--- src/rtl/mod_pingpong_reader_if.sv ---
// Symbol stream from the ping-pong buffer reader to the transform precoder.
// The master drives I/Q/valid/last and the slave returns ready.
interface mod_pingpong_reader_if #(
  parameter int LUT_WIDTH = 18
);
  logic signed [LUT_WIDTH-1:0] Sym_I;
  logic signed [LUT_WIDTH-1:0] Sym_Q;
  logic                        Sym_Valid;
  logic                        Sym_Ready;
  logic                        Sym_Last;

  modport master (output Sym_I, Sym_Q, Sym_Valid, Sym_Last, input Sym_Ready);
  modport slave  (input Sym_I, Sym_Q, Sym_Valid, Sym_Last, output Sym_Ready);
endinterface

--- src/rtl/mod_pingpong_reader.sv ---
// Read side of the mapper ping-pong symbol buffer: drains each completed bank in address
// order into a 2-entry output FIFO and hands the bank back to the writer after its last symbol.
module mod_pingpong_reader #(
  parameter int LUT_WIDTH  = 18,
  parameter int ADDR_WIDTH = 11,
  parameter int MAX_SYMS   = 1200
) (
  input  logic                  CLK_Rd,
  input  logic                  RST_Rd,
  input  logic                  Bank_Done,
  input  logic [ADDR_WIDTH-1:0] Bank_Len,
  output logic                  Wr_bank,
  output logic                  Rd_en,
  output logic                  Rd_bank,
  output logic [ADDR_WIDTH-1:0] Rd_addr,
  input  logic [LUT_WIDTH-1:0]  Rd_data_I,
  input  logic [LUT_WIDTH-1:0]  Rd_data_Q,
  output logic                  Bank_Free,
  output logic                  Overflow,
  mod_pingpong_reader_if.master sym
);

  typedef enum logic [1:0] {S_IDLE, S_READ, S_DRAIN, S_RELEASE} state_t;

  localparam logic [ADDR_WIDTH-1:0] MaxLen = ADDR_WIDTH'(MAX_SYMS);
  localparam int EntW = 2 * LUT_WIDTH + 1;

  state_t                state_q, state_d;
  logic [1:0]            pending_q, pending_d;
  logic                  wr_bank_q, rd_bank_q, overflow_q;
  logic [ADDR_WIDTH-1:0] cnt_q, cnt_d, last_addr_q;
  logic                  inflight_q, inflight_last_q;
  logic                  wptr_q, rptr_q;
  logic [1:0]            count_q;

  logic                  done_acc, release_bank, push, pop, sym_valid, rd_space;
  logic                  rd_en, rd_last;
  logic [ADDR_WIDTH-1:0] len_clamped, cur_len;
  logic [2:0]            occupancy;
  logic [EntW-1:0]       head;

  assign done_acc     = Bank_Done && (pending_q != 2'd2);
  assign release_bank = (state_q == S_RELEASE);
  assign len_clamped  = (Bank_Len > MaxLen) ? MaxLen : Bank_Len;
  assign push         = inflight_q;
  assign sym_valid    = (count_q != 2'd0);
  assign pop          = sym_valid && sym.Sym_Ready;
  // Count the read already in flight so a stalled consumer never overflows the FIFO.
  assign occupancy    = {1'b0, count_q} + {2'b00, inflight_q} - {2'b00, pop};
  assign rd_space     = (occupancy < 3'd2);

  genvar gi;
  generate
    for (gi = 0; gi < 2; gi++) begin : g_len
      logic [ADDR_WIDTH-1:0] len_q;
      always_ff @(posedge CLK_Rd) begin
        if (RST_Rd)                               len_q <= '0;
        else if (done_acc && wr_bank_q == 1'(gi)) len_q <= len_clamped;
      end
    end
    for (gi = 0; gi < 2; gi++) begin : g_fifo
      logic [EntW-1:0] ent_q;
      always_ff @(posedge CLK_Rd) begin
        if (RST_Rd)                        ent_q <= '0;
        else if (push && wptr_q == 1'(gi)) ent_q <= {Rd_data_I, Rd_data_Q, inflight_last_q};
      end
    end
  endgenerate

  assign cur_len = rd_bank_q ? g_len[1].len_q : g_len[0].len_q;
  assign head    = rptr_q ? g_fifo[1].ent_q : g_fifo[0].ent_q;

  always_comb begin
    pending_d = pending_q;
    case ({done_acc, release_bank})
      2'b10:   pending_d = pending_q + 2'd1;
      2'b01:   pending_d = pending_q - 2'd1;
      default: pending_d = pending_q;
    endcase
  end

  always_comb begin
    state_d = state_q;
    cnt_d   = cnt_q;
    rd_en   = 1'b0;
    rd_last = 1'b0;
    case (state_q)
      S_IDLE: begin
        if (pending_q != 2'd0) state_d = (cur_len == '0) ? S_RELEASE : S_READ;
      end
      S_READ: begin
        if (cur_len == '0) begin
          state_d = S_RELEASE;
        end else if (rd_space) begin
          rd_en = 1'b1;
          if (cnt_q == cur_len - ADDR_WIDTH'(1)) begin
            rd_last = 1'b1;
            state_d = S_DRAIN;
          end else begin
            cnt_d = cnt_q + ADDR_WIDTH'(1);
          end
        end
      end
      S_DRAIN: begin
        if (pop && head[0]) state_d = S_RELEASE;
      end
      S_RELEASE: begin
        cnt_d   = '0;
        state_d = (pending_d != 2'd0) ? S_READ : S_IDLE;
      end
      default: state_d = S_IDLE;
    endcase
  end

  always_ff @(posedge CLK_Rd) begin
    if (RST_Rd) begin
      state_q         <= S_IDLE;
      pending_q       <= 2'd0;
      wr_bank_q       <= 1'b0;
      rd_bank_q       <= 1'b0;
      overflow_q      <= 1'b0;
      cnt_q           <= '0;
      last_addr_q     <= '0;
      inflight_q      <= 1'b0;
      inflight_last_q <= 1'b0;
      wptr_q          <= 1'b0;
      rptr_q          <= 1'b0;
      count_q         <= 2'd0;
    end else begin
      state_q         <= state_d;
      pending_q       <= pending_d;
      cnt_q           <= cnt_d;
      inflight_q      <= rd_en;
      inflight_last_q <= rd_last;
      if (done_acc)                          wr_bank_q   <= ~wr_bank_q;
      if (Bank_Done && pending_q == 2'd2)    overflow_q  <= 1'b1;
      if (release_bank)                      rd_bank_q   <= ~rd_bank_q;
      if (rd_en)                             last_addr_q <= cnt_q;
      if (push)                              wptr_q      <= ~wptr_q;
      if (pop)                               rptr_q      <= ~rptr_q;
      count_q <= count_q + {1'b0, push} - {1'b0, pop};
    end
  end

  assign Wr_bank       = wr_bank_q;
  assign Rd_en         = rd_en;
  assign Rd_bank       = rd_bank_q;
  assign Rd_addr       = rd_en ? cnt_q : last_addr_q;
  assign Bank_Free     = release_bank;
  assign Overflow      = overflow_q;
  assign sym.Sym_I     = head[EntW-1:LUT_WIDTH+1];
  assign sym.Sym_Q     = head[LUT_WIDTH:1];
  assign sym.Sym_Valid = sym_valid;
  assign sym.Sym_Last  = sym_valid && head[0];

endmodule

--- src/flat_wrapper.sv ---
// flat-port wrapper written by rule: the top's interface ports become plain ports
module mod_pingpong_reader_flat 
#(
  parameter int LUT_WIDTH  = 18,
  parameter int ADDR_WIDTH = 11,
  parameter int MAX_SYMS   = 1200
)
  (CLK_Rd, RST_Rd, Bank_Done, Bank_Len, Wr_bank, Rd_en, Rd_bank, Rd_addr, Rd_data_I, Rd_data_Q, Bank_Free, Overflow, sym_Sym_I, sym_Sym_Q, sym_Sym_Valid, sym_Sym_Last, sym_Sym_Ready);
  mod_pingpong_reader_if #(.LUT_WIDTH(LUT_WIDTH)) sym_i ();
  input  logic CLK_Rd;
  input  logic RST_Rd;
  input  logic Bank_Done;
  input  logic [ADDR_WIDTH-1:0] Bank_Len;
  output logic Wr_bank;
  output logic Rd_en;
  output logic Rd_bank;
  output logic [ADDR_WIDTH-1:0] Rd_addr;
  input  logic [LUT_WIDTH-1:0] Rd_data_I;
  input  logic [LUT_WIDTH-1:0] Rd_data_Q;
  output logic Bank_Free;
  output logic Overflow;
  output wire logic [$bits(sym_i.Sym_I)-1:0] sym_Sym_I;
  output wire logic [$bits(sym_i.Sym_Q)-1:0] sym_Sym_Q;
  output wire logic [$bits(sym_i.Sym_Valid)-1:0] sym_Sym_Valid;
  output wire logic [$bits(sym_i.Sym_Last)-1:0] sym_Sym_Last;
  input wire logic [$bits(sym_i.Sym_Ready)-1:0] sym_Sym_Ready;
  assign sym_Sym_I = sym_i.Sym_I;
  assign sym_Sym_Q = sym_i.Sym_Q;
  assign sym_Sym_Valid = sym_i.Sym_Valid;
  assign sym_Sym_Last = sym_i.Sym_Last;
  assign sym_i.Sym_Ready = sym_Sym_Ready;
  mod_pingpong_reader #(.LUT_WIDTH(LUT_WIDTH), .ADDR_WIDTH(ADDR_WIDTH), .MAX_SYMS(MAX_SYMS)) u_core (.CLK_Rd(CLK_Rd), .RST_Rd(RST_Rd), .Bank_Done(Bank_Done), .Bank_Len(Bank_Len), .Wr_bank(Wr_bank), .Rd_en(Rd_en), .Rd_bank(Rd_bank), .Rd_addr(Rd_addr), .Rd_data_I(Rd_data_I), .Rd_data_Q(Rd_data_Q), .Bank_Free(Bank_Free), .Overflow(Overflow), .sym(sym_i));
endmodule
--- config.mk ---
export PLATFORM = sky130hd
export DESIGN_NAME = mod_pingpong_reader_flat
export DESIGN_NICKNAME = d
export VERILOG_FILES = /design/src/rtl/mod_pingpong_reader_if.sv /design/src/rtl/mod_pingpong_reader.sv /design/src/flat_wrapper.sv
export SDC_FILE = /design/constraint.sdc
export NUM_CORES = 1
export LEC_CHECK = 0
export ABC_AREA = 1
export CORE_UTILIZATION = 35
export CTS_CLUSTER_DIAMETER = 60
export DETAILED_ROUTE_END_ITERATION = 6
export PLACE_DENSITY_LB_ADDON = 0.1
export SYNTH_ARGS = -nofsm -noshare
export SYNTH_HDL_FRONTEND = slang
export SYNTH_SLANG_ARGS = --single-unit
--- constraint.sdc ---
create_clock -name CLK_Rd -period 4.5 [get_ports CLK_Rd]
set_clock_uncertainty 0.2 [all_clocks]
set_input_delay 0.9 -clock CLK_Rd [delete_from_list [all_inputs] [get_ports CLK_Rd]]
set_output_delay 0.9 -clock CLK_Rd [all_outputs]
set_load 0.02 [all_outputs]
# Yosys cells after proc, flatten, opt, wreduce, memory -nomap -nowiden
# Index checks and enable logic that the tools add are counted.
# classes
multipliers,0
muxes,21
shifts,0
add_sub_neg,8
reduce_logical,18
eq_ne,15
div_mod_pow,0
magnitude_cmp,2
bitwise,6
# op_table
operator,n
11-bit two-way mux,6
37-bit two-way mux,1
11-bit case mux with 2 select lines,1
2-bit two-way mux,6
"11-bit by 1-bit adder with 11-bit output, second input constant",1
11-bit equality test,1
"11-bit > comparator, second input constant",1
11-bit logical NOT,1
"11-bit by 1-bit subtractor with 11-bit output, second input constant",1
1-bit logical AND,9
"2-bit equality test, second input constant",4
2-bit case mux with 4 select lines,1
4-bit AND reduction,2
2-bit nonzero test,4
"2-bit by 1-bit inequality test with 1-bit output, second input constant",3
"2-bit inequality test, second input constant",3
"3-bit by 1-bit inequality test with 1-bit output, second input constant",2
1-bit inverter,6
1-bit two-way mux,5
"2-bit by 1-bit equality test with 1-bit output, second input constant",2
2-bit case mux with 2 select lines,1
4-bit OR reduction,1
2-bit by 1-bit adder with 3-bit output,1
"3-bit by 2-bit < comparator with 1-bit output, second input constant",1
6 further kinds,6
# totals
mem_bits_rw,0
latch_bits,0
rom_bits,0
reg_bits,131
mem_count,0
in_bits,51

# Depth between registers and ports, before layout
# Gate-level depths: netlist of the first run.
# logic_depth
ltp_word,8
depth_mapped,21

# Least setup slack after synthesis of the first run
# No wires, ideal clock.
# synth_timing
kind,in2out
from,input sym_Sym_Ready
to,output Rd_addr[6]
path_stages,14
required_time_ps,3400
t_arrival_ps,2994
path_slack_ps,406
cell_sequence,nand2_1 > inv_1 > ha_1 > inv_1 > ha_1 > inv_1 > fa_1 > xnor2_1 > nand2_1 > nor2_4 > buf_2 > or2_2 > inv_1 > a21oi_1
# synth_between
elab_chain_cells,7
# synth_rtl
element,line,rtl
start: declaration,flat_wrapper.sv:26,input wire logic [$bits(sym_i.Sym_Ready)-1:0] sym_Sym_Ready;
1-bit logical AND,mod_pingpong_reader.sv:47,assign pop = sym_valid && sym.Sym_Ready;
via u_core.pop,mod_pingpong_reader.sv:36,"logic done_acc, release_bank, push, pop, sym_valid, rd_space;"
3-bit by 1-bit subtractor with 3-bit output,mod_pingpong_reader.sv:49,"assign occupancy = {1'b0, count_q} + {2'b00, inflight_q} - {2'b00, pop};"
3-bit by 2-bit < comparator with 1-bit output,mod_pingpong_reader.sv:50,assign rd_space = (occupancy < 3'd2);
1-bit two-way mux,mod_pingpong_reader.sv:94,end else if (rd_space) begin
1-bit two-way mux,mod_pingpong_reader.sv:92,if (cur_len == '0) begin
1-bit two-way mux,mod_pingpong_reader.sv:87,case (state_q)
11-bit two-way mux,mod_pingpong_reader.sv:148,assign Rd_addr = rd_en ? cnt_q : last_addr_q;
end: declaration,flat_wrapper.sv:17,output logic [ADDR_WIDTH-1:0] Rd_addr;
# The timed path passes the listed nets, and every way through them passes these cells.

# Final worst setup path of the first run
# layout_timing
from,input sym_Sym_Ready
to,output Rd_addr[5]
# Same word-level chain as after synthesis.

==> results of run 1 <==
-- tightest hold or removal path: stages (launching register included) --
cell and delay [ns]:
dfxtp_1 0.31, nand2_1 0.06, a21oi_1 0.05
-- power groups by stage --
stage / Clock [W] / Sequential, W / Combinational [W]
2_1_floorplan: 0 / 0.00146 / 0.00134
3_3_place_gp: 0 / 0.00148 / 0.00213
3_5_place_dp: 0 / 0.00148 / 0.00213
4_1_cts: 0.00144 / 0.00145 / 0.00207
5_1_grt: 0.00149 / 0.00148 / 0.00235
6_report: 0.00141 / 0.00145 / 0.00210
-- cell usage in the layout, fill, tap and decap left out, types with 3 or more instances in the layout --
cell / count
nor2_1: 189
inv_1: 77
clkinv_4: 3
nor4_1: 3
ha_1: 10
inv_6: 6
inv_2: 3
nor3_1: 6
clkdlybuf4s50_1: 92
o21ai_0: 90
nor2_4: 3
o211ai_1: 3
xor2_1: 12
dfxtp_1: 131
nand2_1: 233
nor2_2: 4
buf_4: 32
nand2_4: 4
or2_2: 11
clkbuf_16: 17
nand2_2: 13
o22ai_1: 8
buf_2: 8
nand3_1: 39
a21oi_1: 39
a211oi_1: 11
-- how the worst max path moves through the flow --
stage,start,end,slack [ns],cells past startpoint
after floorplan,sym_Sym_Ready,Rd_addr[6],0.41,14
after global placement,sym_Sym_Ready,Rd_addr[4],-0.31,16
after detailed placement,sym_Sym_Ready,Rd_addr[4],-0.35,16
after CTS,sym_Sym_Ready,Rd_en,0.06,14
after global routing,sym_Sym_Ready,Rd_addr[10],0.002,16
final,sym_Sym_Ready,Rd_addr[5],0.13,15
-- synth_stat cells (2+ instances only) --
| cell | instances | area (sq um) |
|---|---|---|
| a211oi_1 | 11 | 82.58 |
| a21oi_1 | 39 | 195.2 |
| a31oi_1 | 2 | 12.51 |
| buf_1 | 4 | 15.01 |
| buf_2 | 2 | 10.01 |
| buf_6 | 5 | 56.30 |
| clkbuf_1 | 37 | 138.9 |
| dfxtp_1 | 131 | 2623 |
| ha_1 | 10 | 125.1 |
| inv_1 | 77 | 289.0 |
| inv_2 | 2 | 7.510 |
| nand2_1 | 235 | 882.1 |
| nand2_2 | 11 | 68.82 |
| nand2_4 | 4 | 45.04 |
| nand3_1 | 39 | 195.2 |
| nand3_2 | 2 | 20.02 |
| nand4_1 | 2 | 12.51 |
| nor2_1 | 190 | 713.2 |
| nor2_2 | 3 | 18.77 |
| nor2_4 | 3 | 33.78 |
| nor3_1 | 6 | 30.03 |
| nor3b_1 | 2 | 15.01 |
| nor4_1 | 3 | 18.77 |
| o211ai_1 | 3 | 22.52 |
| o21ai_0 | 90 | 450.4 |
| o22ai_1 | 8 | 50.05 |
| o32ai_1 | 2 | 17.52 |
| or2_2 | 11 | 68.82 |
| xor2_1 | 12 | 105.1 |
-- sequential cells by signal, indices dropped and copies added (netlist names), 2 cells and up --
signal / flops
u_core.pending_q: 2
u_core.last_addr_q: 11
u_core.count_q: 2
u_core.state_q: 2
u_core.g_fifo.ent_q: 74
u_core.cnt_q: 11
u_core.g_len.len_q: 22
-- routing by layer --
metal  vias up  part of all wire [%]  global-route usage (%)
met5         -                     0                       0
met4         0                   1.6                   6.777
met3        20                   4.2                   4.452
met2       114                    43                   27.39
met1      2717                    51                   25.53
li1       3241                     -                       -
-- repair_timing --
item                                    in CTS  in global routing
endpoints found under the setup margin      12                 12
hold buffers                                 0                  0
pin swaps                                    1                  3
buffers inserted                             1                  1
resized for setup                           45                  7
-- final cells by class --
class,instances,area [sq um]
clock buffer,18,439.2
sequential,131,2623
fill,1918,9693
multi-input combinational,696,3281
inverter,81,306.5
tap,229,286.5
clock inverter,14,165.2
timing repair buffer,134,1231
-- metrics by stage --
stage	utilization [%]	hold WS (ns)	setup slack (ns)	cell area, sq um	setup TNS, ns
after global routing	46.22	0.2902	0.002433	8332	0
after detailed placement	43.01	0.2531	-0.3521	7752	-3.904
after global placement	43.01	0.2500	-0.3124	7752	-3.538
after CTS	46.09	0.2659	0.06294	8308	0
final	46.22	0.2643	0.1316	8332	0
after floorplan	-	0.2437	0.4055	6442	0
-- kinds of logic after synthesis --
group | Yosys count | share of synthesized area [%]
flip-flops | 131 | 40.71
AND/OR/NAND/NOR | 513 | 33.37
multiplexers | 1 | 0.1554
XOR/XNOR | 13 | 1.767
adder cells (fa/ha/maj) | 11 | 2.253
AO/OA/AOI/OAI | 158 | 13.23
buffers and inverters | 131 | 8.526
==> results.json, run 1 <==
{
  "syn-num-nets": 1020,
  "power_leakage_nw": 3.638,
  "routed_wl_mm": 16.84,
  "syn_inst": 958,
  "p_comb_share_pct": 42.3,
  "tightestPinTransition_ns": 0.7695,
  "antenna_cells": 0,
  "share_seq_of_total_power_pct": 29.3,
  "cts_tree": "yes",
  "path_buf_inv": 7,
  "die_y_um": 137.7,
  "critPathMaxFanout": 18,
  "viasPerCell": 4.675,
  "hold_start": "u_core.g_len[0].len_q[9]",
  "row_count": 49,
  "fmax_mhz": 228.9,
  "gr-total-overflow": 0,
  "r2r-start": "u_core.Rd_bank",
  "drc_errors": 0,
  "grt_pass1_vias": 5302,
  "synth_edf_count": 0,
  "rsz0062_at_grt": "no",
  "initial_core_util_pct": 35.74,
  "reg2reg_to": "u_core.cnt_q[4]",
  "cts.htree.levels": 4,
  "syn_to_final_growth_pct": 29.33,
  "crit_path_max_incr_delay_ns": 0.45,
  "drive_above_1_share_pct": 10.89,
  "p_total_w": 0.004963,
  "dr.first_iter.drc_count": 321,
  "cp-start-kind": "input pin",
  "dp.cells": 1269,
  "cp.arrival_ns": 3.27,
  "die_area_sq_um": 18950,
  "final_cells": 1303,
  "path_delay_family": "buffers and inverters",
  "rr_worst_depth": 17,
  "ys_ff_latch": 131,
  "synthArstFlopShare_pct": 0,
  "clk_path_buf_depth": 2,
  "cts_sinks": 131,
  "nets": 1123,
  "run_status": "finished clean",
  "grtUsageTotal_pct": 18.41,
  "place_congestion": 0.7990,
  "p_sw_share_pct": 37.73,
  "io_buffers": 104,
  "worstHoldPathCells": 2,
  "antenna_found_initial": 0,
  "ys_warn_count": 0,
  "netlist_area_sq_um": 6442,
  "setup_violations": 0,
  "synth_cell_types": 41,
  "final.period_utilization_pct": 97.08,
  "hold_violations": 0,
  "switching_power_w": 0.001872,
  "ioPinCount": 105,
  "insertion_delay_ns": 0.42,
  "finalMaxSlewViolations": 0,
  "max_cap_violations": 0,
  "p_int_w": 0.003090,
  "cts_buffers": 17,
  "grt_max_degree": 55,
  "max-vdd-ir-drop_mv": 0.3972,
  "path_cells": "clkdlybuf4s50_1, nand2_2, inv_1, ha_1, inv_1, ha_1, inv_1, fa_2, nand2_2, nor2_4, buf_12, or2_2, inv_1, a21oi_1, buf_4",
  "wl_per_cell_um": 12.92,
  "path_class": "in -> out",
  "hold_class": "reg -> reg",
  "cp.required_ns": 3.40,
  "dp_hpwl_mm": 11.12,
  "ys.flop_type": "dfxtp_1",
  "hold_end": "u_core.g_len[0].len_q[9]",
  "grt_pass1_wl_mm": 27.05,
  "placeableCoreArea_sq_um": 18020,
  "cpMostUsedCell": "inv_1",
  "slew_headroom_pct": 48.63,
  "clk_transition_reported_paths_ns": 0.06,
  "avgSynthCellArea_sq_um": 6.725,
  "cts_root_buf": "clkbuf_16",
  "slowest_stage": "fa_2",
  "vias": 6092,
  "synth-seq-area-share_pct": 40.71,
  "ant_nets": 0,
  "die_x_um": 137.7,
  "power.share.clock_pct": 28.4,
  "powerDensity_nw_per_um2": 595.6,
  "critical_path.endpoint_type": "output pin",
  "fin_crit_ns": 4.368,
  "drt_pass1_iterations": 6,
  "reg2reg_slack_ns": 1.30
}
(Power assumes the default switching activity.)
==> run 2: changes to the inputs <==
--- a/config.mk
+++ b/config.mk
@@ -6,6 +6,7 @@
 export NUM_CORES = 1
 export LEC_CHECK = 0
 export ABC_AREA = 1
+export CAP_MARGIN = 20
 export CORE_UTILIZATION = 35
 export CTS_CLUSTER_DIAMETER = 60
 export DETAILED_ROUTE_END_ITERATION = 6
==> results of run 2 <==
Final layout, timing and power as in run 1 (identical DEF).
==> run 3: changes to the inputs <==
--- a/config.mk
+++ b/config.mk
@@ -6,11 +6,13 @@
 export NUM_CORES = 1
 export LEC_CHECK = 0
 export ABC_AREA = 1
-export CAP_MARGIN = 20
+export CAP_MARGIN = 40
+export CORE_MARGIN = 10
 export CORE_UTILIZATION = 35
 export CTS_CLUSTER_DIAMETER = 60
 export DETAILED_ROUTE_END_ITERATION = 6
 export PLACE_DENSITY_LB_ADDON = 0.1
+export SKIP_LAST_GASP = 1
 export SYNTH_ARGS = -nofsm -noshare
 export SYNTH_HDL_FRONTEND = slang
 export SYNTH_SLANG_ARGS = --single-unit
==> run 3 against run 2 <==
Effect of this change:
- worst hold slack got worse by 0.013 ns
- flip-flop and latch count did not move
- largest cell class unchanged
- first-iteration DRC count rose by 2.8%
- sequential share of layout area barely moved
- largest power group unchanged
==> results.json, run 3 (synthesis results as in run 1) <==
{
  "dp_hpwl_mm": 12.31,
  "drt_pass1_iterations": 4,
  "die_y_um": 155.7,
  "p_comb_share_pct": 43.6,
  "run_status": "finished clean",
  "reg2reg_to": "u_core.cnt_q[1]",
  "syn_to_final_growth_pct": 29.17,
  "grt_pass1_wl_mm": 29.49,
  "cts_sinks": 131,
  "worstHoldPathCells": 2,
  "power.share.clock_pct": 26.7,
  "routed_wl_mm": 17.95,
  "die_x_um": 155.7,
  "grt_pass1_vias": 5813,
  "largest_register_ffs": 74,
  "grt_max_degree": 79,
  "placeableCoreArea_sq_um": 18020,
  "place_congestion": 0.7957,
  "hold_end": "u_core.Overflow",
  "ioPinCount": 105,
  "gr-total-overflow": 0,
  "insertion_delay_ns": 0.41,
  "power_leakage_nw": 3.637,
  "vias": 6039,
  "tightestPinTransition_ns": 0.7944,
  "grtUsageTotal_pct": 14.74,
  "cp.arrival_ns": 2.98,
  "setup_violations": 0,
  "share_seq_of_total_power_pct": 29.7,
  "p_sw_share_pct": 38.04,
  "reg_top3": "u_core.g_fifo.ent_q: 74 flops, u_core.g_len.len_q: 22 flops",
  "max_cap_violations": 0,
  "max-vdd-ir-drop_mv": 0.4277,
  "cts_tree": "yes",
  "die_area_sq_um": 24230,
  "hold_start": "u_core.Overflow",
  "rr_worst_depth": 19,
  "final_cell_mix": "nand2_1 (233), nor2_1 (189), dfxtp_1 (131), clkdlybuf4s50_1 (91), o21ai_0 (90)",
  "row_count": 49,
  "drc_errors": 0,
  "cp-start-kind": "input pin",
  "cts_buffers": 17,
  "clk_path_buf_depth": 2,
  "ctsHoldBuffers": 0,
  "reg2reg_slack_ns": 1.35,
  "rsz0062_at_grt": "no",
  "clk_transition_reported_paths_ns": 0.06,
  "nets": 1124,
  "critPathMaxFanout": 17,
  "dr.first_iter.drc_count": 330,
  "drive_above_1_share_pct": 11.53,
  "slew_headroom_pct": 46.96,
  "antenna_cells": 0,
  "hold_violations": 0,
  "io_buffers": 104,
  "p_int_w": 0.003043,
  "cp.required_ns": 3.40,
  "final_util_pct": 46.17,
  "p_total_w": 0.004911,
  "r2r-start": "u_core.count_q[1]",
  "hold_class": "reg -> reg",
  "largest-register": "u_core.g_fifo.ent_q",
  "fmax_mhz": 245.1,
  "powerDensity_nw_per_um2": 590.1,
  "critical_path.endpoint_type": "output pin",
  "cts_root_buf": "clkbuf_16",
  "antenna_found_initial": 0,
  "finalMaxSlewViolations": 0,
  "initial_core_util_pct": 35.74,
  "viasPerCell": 4.631,
  "wl_per_cell_um": 13.76,
  "ant_nets": 0,
  "final.period_utilization_pct": 90.67,
  "cts.htree.levels": 4,
  "mostFrequentLayoutCell": "nand2_1",
  "path_class": "in -> out",
  "fin_crit_ns": 4.080,
  "switching_power_w": 0.001868
}
-- run 3: worst max-delay path: stages --
cell and delay [ns]:
dlymetal6s2s_1 0.13, nand2_2 0.07, inv_1 0.04, ha_1 0.27
inv_1 0.06, ha_1 0.13, inv_1 0.05, fa_2 0.35
xnor2_2 0.15, nand2_2 0.10, nor2_4 0.05, buf_12 0.14
or2_2 0.26, inv_1 0.07, a21oi_1 0.04, buf_4 0.17
-- run 3: per-layer routing --
metal / GRT usage [%] / wire [um] / vias up
met4: 4.813 / 193 / 0
li1: - / - / 3242
met5: 0 / 0 / -
met2: 22.57 / 7799 / 101
met1: 19.68 / 9064 / 2684
met3: 3.888 / 891 / 12
-- run 3: how the worst max path moves through the flow --
stage                   from         end  cells after the start
3_5_place_dp   sym_Sym_Ready  Rd_addr[9]                     16
5_1_grt        sym_Sym_Ready  Rd_addr[4]                     16
3_3_place_gp   sym_Sym_Ready  Rd_addr[4]                     16
6_report       sym_Sym_Ready  Rd_addr[4]                     16
4_1_cts        sym_Sym_Ready  Rd_addr[9]                     16
2_1_floorplan  sym_Sym_Ready  Rd_addr[6]                     14
-- run 3: power by group through the flow --
stage / Combinational (W) / Sequential [W] / Clock (W)
floorplan: 0.00134 / 0.00146 / 0
global placement: 0.00217 / 0.00148 / 0
detailed placement: 0.00218 / 0.00148 / 0
CTS: 0.00210 / 0.00145 / 0.00135
global route: 0.00241 / 0.00148 / 0.00140
finish: 0.00214 / 0.00146 / 0.00131
-- run 3: metrics by stage --
step / cells / setup WS [ns] / hold slack [ns] / TNS [ns] / area (sq um)
final: 1304 / 0.4199 / 0.2508 / 0 / 8322
after detailed placement: 1270 / -0.3725 / 0.2434 / -4.206 / 7760
after floorplan: 958 / 0.4055 / 0.2437 / 0 / 6442
after global placement: 1270 / -0.3372 / 0.2391 / -3.823 / 7760
after CTS: 1302 / -0.1168 / 0.2538 / -0.1168 / 8275
after global routing: 1304 / 0.2597 / 0.2760 / 0 / 8322
-- run 3: final cells by class --
type | count | area, sq um
tap | 229 | 286.5
multi-input combinational | 696 | 3292
sequential | 131 | 2623
timing repair buffer | 135 | 1246
fill | 1938 | 9703
inverter | 81 | 306.5
clock buffer | 18 | 439.2
clock inverter | 14 | 128.9
-- run 3: what timing repair did --
action                     CTS  global route
pin swaps                    0             2
gates resized for setup     42            21
setup buffers                0             2
setup endpoints to repair   12            12
